File: src/rtl/is_uart_tx_arbiter_pkg.sv
// rtl/is_uart_tx_arbiter_pkg.sv - shared types and defaults for the UART controller
package is_pkg_uart_controller;

   localparam int DATA_W_DEF      = 8;
   localparam int TIMEOUT_CYC_DEF = 65535;

   typedef enum logic [1:0] {
      ARB_IDLE,
      ARB_ISSUE,
      ARB_WAIT
   } arb_state_t;

   // Next index in a ring of n entries.
   function automatic int wrap_inc(input int idx, input int n);
      return (idx + 1 >= n) ? 0 : idx + 1;
   endfunction

endpackage

File: src/rtl/is_uart_tx_arbiter_rr_picker.sv
// rtl/is_uart_tx_arbiter_rr_picker.sv - combinational round-robin select starting at ptr_i
module is_rr_picker #(
   parameter  int N_REQ = 4,
   localparam int IDX_W = $clog2(N_REQ)
) (
   input  logic [N_REQ-1:0] req_i,
   input  logic [IDX_W-1:0] ptr_i,
   output logic [N_REQ-1:0] sel_o,
   output logic [IDX_W-1:0] idx_o
);

   // Scan from the farthest offset down so the nearest requester wins.
   always_comb begin
      sel_o = '0;
      idx_o = '0;
      for (int k = N_REQ - 1; k >= 0; k--) begin
         if (req_i[(int'(ptr_i) + k) % N_REQ]) begin
            sel_o = '0;
            sel_o[(int'(ptr_i) + k) % N_REQ] = 1'b1;
            idx_o = IDX_W'((int'(ptr_i) + k) % N_REQ);
         end
      end
   end

endmodule

File: src/rtl/is_uart_tx_arbiter.sv
// rtl/is_uart_tx_arbiter.sv - round-robin, packet-locked arbiter in front of the UART TX FSM
module is_uart_tx_arbiter
   import is_pkg_uart_controller::*;
#(
   parameter int N_REQ       = 4,
   parameter int DATA_W      = DATA_W_DEF,
   parameter int TIMEOUT_CYC = TIMEOUT_CYC_DEF
) (
   input  logic                    clk_i,
   input  logic                    rst_i,
   input  logic [N_REQ-1:0]        req_valid_i,
   input  logic [N_REQ*DATA_W-1:0] req_data_i,
   input  logic [N_REQ-1:0]        req_last_i,
   output logic [N_REQ-1:0]        req_ready_o,
   output logic [N_REQ-1:0]        grant_o,
   output logic                    tx_req_o,
   output logic [DATA_W-1:0]       tx_data_o,
   input  logic                    tx_done_i,
   output logic                    busy_o,
   output logic                    timeout_o
);

   localparam int IDX_W = $clog2(N_REQ);
   localparam int CNT_W = $clog2(TIMEOUT_CYC);

   arb_state_t        state_q;
   logic [IDX_W-1:0]  rr_ptr_q;
   logic [IDX_W-1:0]  owner_q;
   logic              lock_q;
   logic              last_q;
   logic [N_REQ-1:0]  grant_q;
   logic [DATA_W-1:0] tx_data_q;
   logic              done_q;
   logic [CNT_W-1:0]  cnt_q;

   logic [N_REQ-1:0]  pick_req;
   logic [N_REQ-1:0]  pick_sel;
   logic [IDX_W-1:0]  pick_idx;
   logic              accept;
   logic              done_evt;
   logic              wd_expire;
   logic [IDX_W-1:0]  rr_ptr_d;

   // While locked, only the owner (whose bit grant_q still holds) may compete.
   assign pick_req = lock_q ? (req_valid_i & grant_q) : req_valid_i;

   is_rr_picker #(
      .N_REQ (N_REQ)
   ) u_picker (
      .req_i (pick_req),
      .ptr_i (rr_ptr_q),
      .sel_o (pick_sel),
      .idx_o (pick_idx)
   );

   assign req_ready_o = (state_q == ARB_IDLE) ? pick_sel : '0;
   assign accept      = (state_q == ARB_IDLE) && (|pick_sel);
   assign done_evt    = tx_done_i & ~done_q;
   assign wd_expire   = (cnt_q == CNT_W'(TIMEOUT_CYC - 1));
   assign rr_ptr_d    = IDX_W'(wrap_inc(int'(owner_q), N_REQ));

   assign tx_req_o  = (state_q == ARB_ISSUE);
   assign timeout_o = (state_q == ARB_WAIT) && !done_evt && wd_expire;
   assign busy_o    = (state_q != ARB_IDLE);
   assign grant_o   = grant_q;
   assign tx_data_o = tx_data_q;

   always_ff @(posedge clk_i or negedge rst_i) begin
      if (!rst_i) begin
         state_q   <= ARB_IDLE;
         rr_ptr_q  <= '0;
         owner_q   <= '0;
         lock_q    <= 1'b0;
         last_q    <= 1'b0;
         grant_q   <= '0;
         tx_data_q <= '0;
         done_q    <= 1'b0;
         cnt_q     <= '0;
      end else begin
         done_q <= tx_done_i;
         case (state_q)
            ARB_IDLE: begin
               if (accept) begin
                  tx_data_q <= req_data_i[int'(pick_idx)*DATA_W +: DATA_W];
                  grant_q   <= pick_sel;
                  owner_q   <= pick_idx;
                  last_q    <= req_last_i[pick_idx];
                  state_q   <= ARB_ISSUE;
               end
            end
            ARB_ISSUE: begin
               cnt_q   <= '0;
               state_q <= ARB_WAIT;
            end
            ARB_WAIT: begin
               if (done_evt) begin
                  lock_q <= ~last_q;
                  if (last_q) begin
                     rr_ptr_q <= rr_ptr_d;
                     grant_q  <= '0;
                  end
                  state_q <= ARB_IDLE;
               end else if (wd_expire) begin
                  lock_q   <= 1'b0;
                  rr_ptr_q <= rr_ptr_d;
                  grant_q  <= '0;
                  state_q  <= ARB_IDLE;
               end else begin
                  cnt_q <= cnt_q + CNT_W'(1);
               end
            end
            default: state_q <= ARB_IDLE;
         endcase
      end
   end

endmodule

File: config.mk
export PLATFORM = sky130hd
export DESIGN_NAME = is_uart_tx_arbiter
export DESIGN_NICKNAME = d
export VERILOG_FILES = /design/src/rtl/is_uart_tx_arbiter_pkg.sv /design/src/rtl/is_uart_tx_arbiter_rr_picker.sv /design/src/rtl/is_uart_tx_arbiter.sv
export SDC_FILE = /design/constraint.sdc
export NUM_CORES = 1
export LEC_CHECK = 0
export ABC_AREA = 1
export CELL_PAD_IN_SITES_DETAIL_PLACEMENT = 1
export CELL_PAD_IN_SITES_GLOBAL_PLACEMENT = 1
export CORE_UTILIZATION = 36
export DETAILED_ROUTE_END_ITERATION = 6
export HOLD_SLACK_MARGIN = 0.02
export PLACE_DENSITY = 0.83
export SLEW_MARGIN = 20
export SYNTH_ARGS = -nofsm -noshare
export SYNTH_HDL_FRONTEND = slang
export SYNTH_SLANG_ARGS = --single-unit
File: constraint.sdc
create_clock -name clk_i -period 3 [get_ports clk_i]
set_clock_uncertainty 0.05 [all_clocks]
set_input_delay 0.6 -clock clk_i [delete_from_list [all_inputs] [get_ports clk_i]]
set_output_delay 0.6 -clock clk_i [all_outputs]
set_load 0.005 [all_outputs]
==> run_results.csv <==
group,metric,value,unit
run_status,status,"completed",
routing,drt_iter0_drc,147,
global_route,use_met1,27.3,%
floorplanning,die-area,7870,sq um
routing,dr_total_vias,2788,
placed_design,place_congestion,0.882,
sta,drv_slew,0,
final_layout,n_antenna_cell,0,
logic_synthesis,synth_nets,445,
setup_path,crit_path_start,"req_valid_i[3]",
setup_path,path_class,"in2out",
global_route,met3_usage,2.61,%
cts,root_buffer,"clkbuf_8",
setup_path,r2r_cells,16,
placed_design,portBuffers,61,
logic_synthesis,async_flop_share,100,%
setup_path,cp_num_buf_inv,3,
routing,routedWlPerCell,14.0,um
sta,fin_crit,2850,ps
logic_synthesis,synth_area,2710,sq um
setup_path,r2r_slack,560,ps
setup_path,cp-start-kind,"input port",
cts,cts_tree,"done",
setup_path,cp_max_fo,9,
global_route,grt.busiest_layer,"met2",
global_route,grt_pass1_vias,2831,
floorplanning,initial_core_util,37.3,%
logic_synthesis,synth_ff_type,"dfrtp_1",
logic_synthesis,synth-edff-count,0,
routing,drt_pass1_iterations,4,
final_layout,drive_above_1_share,12.6,%
setup_path,cp.depth,10,
setup_path,r2r-end,"tx_data_o[5]$_DFFE_PN0P_",
final_layout,layout_common_cells,"nand2_1 (118), clkdlybuf4s50_1 (56), inv_1 (40), dfrtp_1 (37), nor2_1 (29)",
logic_synthesis,seq_area_frac_synth,34.2,%
final_layout,fin_nets,524,
sta,post-route-period-util,95.0,%
final_layout,final_area,3640,sq um
routing,postRouteAntennaNets,0,
global_route,grt_use_met2,39.7,%
global_route,grt_antenna_before_repair,0,
routing,wirelength,7950,um
setup_path,slowest_delay,500,ps
setup_path,crit_path_end_kind,"primary output",
routing,avgViaCountPerCell,4.92,
setup_path,crit_slowest_cell,"clkdlybuf4s50_1",
setup_path,endpoint,"req_ready_o[3]",
cts,cts_setup_buffers,0,
floorplanning,fp-row-count,31,
sta,maxSlewHeadroom,45.1,%
global_route,gr-usage-all-layers,21.7,%
final_layout,utilization,50.2,%
sta,tightest_slew,824,ps
floorplanning,die_height,88.7,um
logic_synthesis,synthCells,388,
cts,worstSkewPairLatency,290,ps
logic_synthesis,synth_seq_cells,37,
setup_path,critPathRequiredTime,2350,ps
final_layout,stdcell_count,567,
placed_design,postPlaceCellArea,3530,sq um
setup_path,crit_chain,"clkdlybuf4s50_1, nand3_1, nand2_2, nand2_1, nand2_2, inv_2, or2_1, nand2_1, nor2_2, dlygate4sd2_1",
routing,drc_errors,0,
min_path,hp-class,"in2async",
logic_synthesis,yosysUniqueCellTypes,32,
cts,clockBufferDepth,2,
cts,htreeDepth,2,
power,irDropWorstVdd,418,uV
floorplanning,core_area,7250,sq um
global_route,grt_max_degree,38,
power,finalPower,3.98,mW
logic_synthesis,yosys_warnings,0,
job,cap_violations,0,
power,p_leak,1.69,nW
sta,fin_tns_setup,0,ps
sta,finalSetupViolCount,0,
power,power-per-cell-area,1090,nW/um^2
cts,cts_buffers,5,
placed_design,placed_cells,559,
global_route,grt_pass1_wl,13300,um
floorplanning,ios,62,
setup_path,r2r-start,"rr_ptr_q[0]$_DFFE_PN0P_",
final_layout,layout_commonest_cell,"nand2_1",
cts,clk_pin_slew_worst_paths,80,ps
sta,fmax,351,MHz
logic_synthesis,syn_area_per_cell,6.98,sq um
setup_path,crit_family,"buffers and inverters",
floorplanning,die_x,88.7,um
final_layout,syn2layout_area_growth,34.4,%
sta,rsz0062_at_grt,"no",
global_route,overflow,0,
placed_design,hpwl,6250,um
sta,finalHoldViolCount,0,
cts,numClockSinks,37,
setup_path,arrival,2200,ps
[synthesized netlist by cell type, types with 3 or more instances]
| master | n | share of area [%] |
|---|---|---|
| ha_1 | 14 | 6.5 |
| o31ai_1 | 7 | 1.9 |
| inv_1 | 40 | 5.5 |
| nand2_1 | 121 | 17 |
| nor3_1 | 8 | 1.5 |
| o211ai_1 | 7 | 1.9 |
| xor2_1 | 4 | 1.3 |
| or2_1 | 4 | 0.92 |
| o21ai_0 | 24 | 4.4 |
| nand3_1 | 24 | 4.4 |
| o21ai_1 | 7 | 1.3 |
| dfrtp_1 | 37 | 34 |
| a21oi_1 | 8 | 1.5 |
| nand2_2 | 6 | 1.4 |
| clkinv_1 | 3 | 0.42 |
| nand4_1 | 10 | 2.3 |
| nor2_1 | 33 | 4.6 |
| buf_6 | 4 | 1.7 |
| nor2_4 | 3 | 1.2 |
| inv_2 | 5 | 0.69 |
| nand3_2 | 4 | 1.5 |
[kinds of logic after synthesis]
family	Yosys count	share of synthesized area (%)
simple gates	220	36.5
buf+inv	57	9.33
compound gates	54	11.6
flops	37	34.2
fa+ha+maj	14	6.47
xor+xnor	6	1.94
[final cells by class]
| cell class | instances | area [sq um] |
|---|---|---|
| Tap cell | 99 | 124 |
| Inverter | 49 | 186 |
| Clock buffer | 6 | 72.6 |
| Fill cell | 956 | 3610 |
| Sequential cell | 37 | 926 |
| Clock inverter | 2 | 10.0 |
| Timing Repair Buffer | 80 | 752 |
| Multi-Input combinational cell | 294 | 1570 |
[metal layers]
layer / wire length (um) / vias to the layer above / part of all wire, %
met5: 0 / - / 0
met4: 82 / 0 / 1.0
met1: 3670 / 1331 / 46
met2: 4040 / 37 / 51
li1: - / 1412 / -
met3: 152 / 8 / 1.9
[state kept, by name, indices dropped and copies added (netlist names)]
| register | count |
|---|---|
| tx_data_o | 8 |
| lock_q | 1 |
| cnt_q | 16 |
| owner_q | 2 |
| last_q | 1 |
| state_q | 2 |
| rr_ptr_q | 2 |
| grant_o | 4 |
| done_q | 1 |
[stage by stage]
step / hold WS, ps / worst slack (ps)
finish: 344 / 151
CTS: 377 / -95.2
detailed placement: 423 / -181
global route: 416 / 33.1
global placement: 418 / -83.4
floorplan: 254 / 718
[power by group]
group          total [mW]  internal, mW  switching [mW]
logic                2.89          1.16            1.73
clock network       0.346         0.161           0.185
registers           0.746         0.646          0.0994
total                3.98          1.97            2.01
[how the worst min path moves through the flow]
stage,from,cells past startpoint,to,slack [ps]
after floorplan,rst_i,0,cnt_q[0]$_DFFE_PN0P_,250
after global placement,tx_data_o[0]$_DFFE_PN0P_,2,tx_data_o[0]$_DFFE_PN0P_,420
after detailed placement,tx_data_o[0]$_DFFE_PN0P_,2,tx_data_o[0]$_DFFE_PN0P_,420
after CTS,rst_i,1,state_q[1]$_DFFE_PN0P_,380
after global routing,rst_i,1,cnt_q[14]$_DFFE_PN0P_,420
final,rst_i,1,cnt_q[15]$_DFFE_PN0P_,340
[timing repair]
item,4_1_cts,5_1_grt
setup endpoints to repair,4,3
pin swaps,1,0
hold buffers,0,0
resized for setup,11,7
endpoints found under the hold margin,0,0
Power figures use the tool's default switching activity.
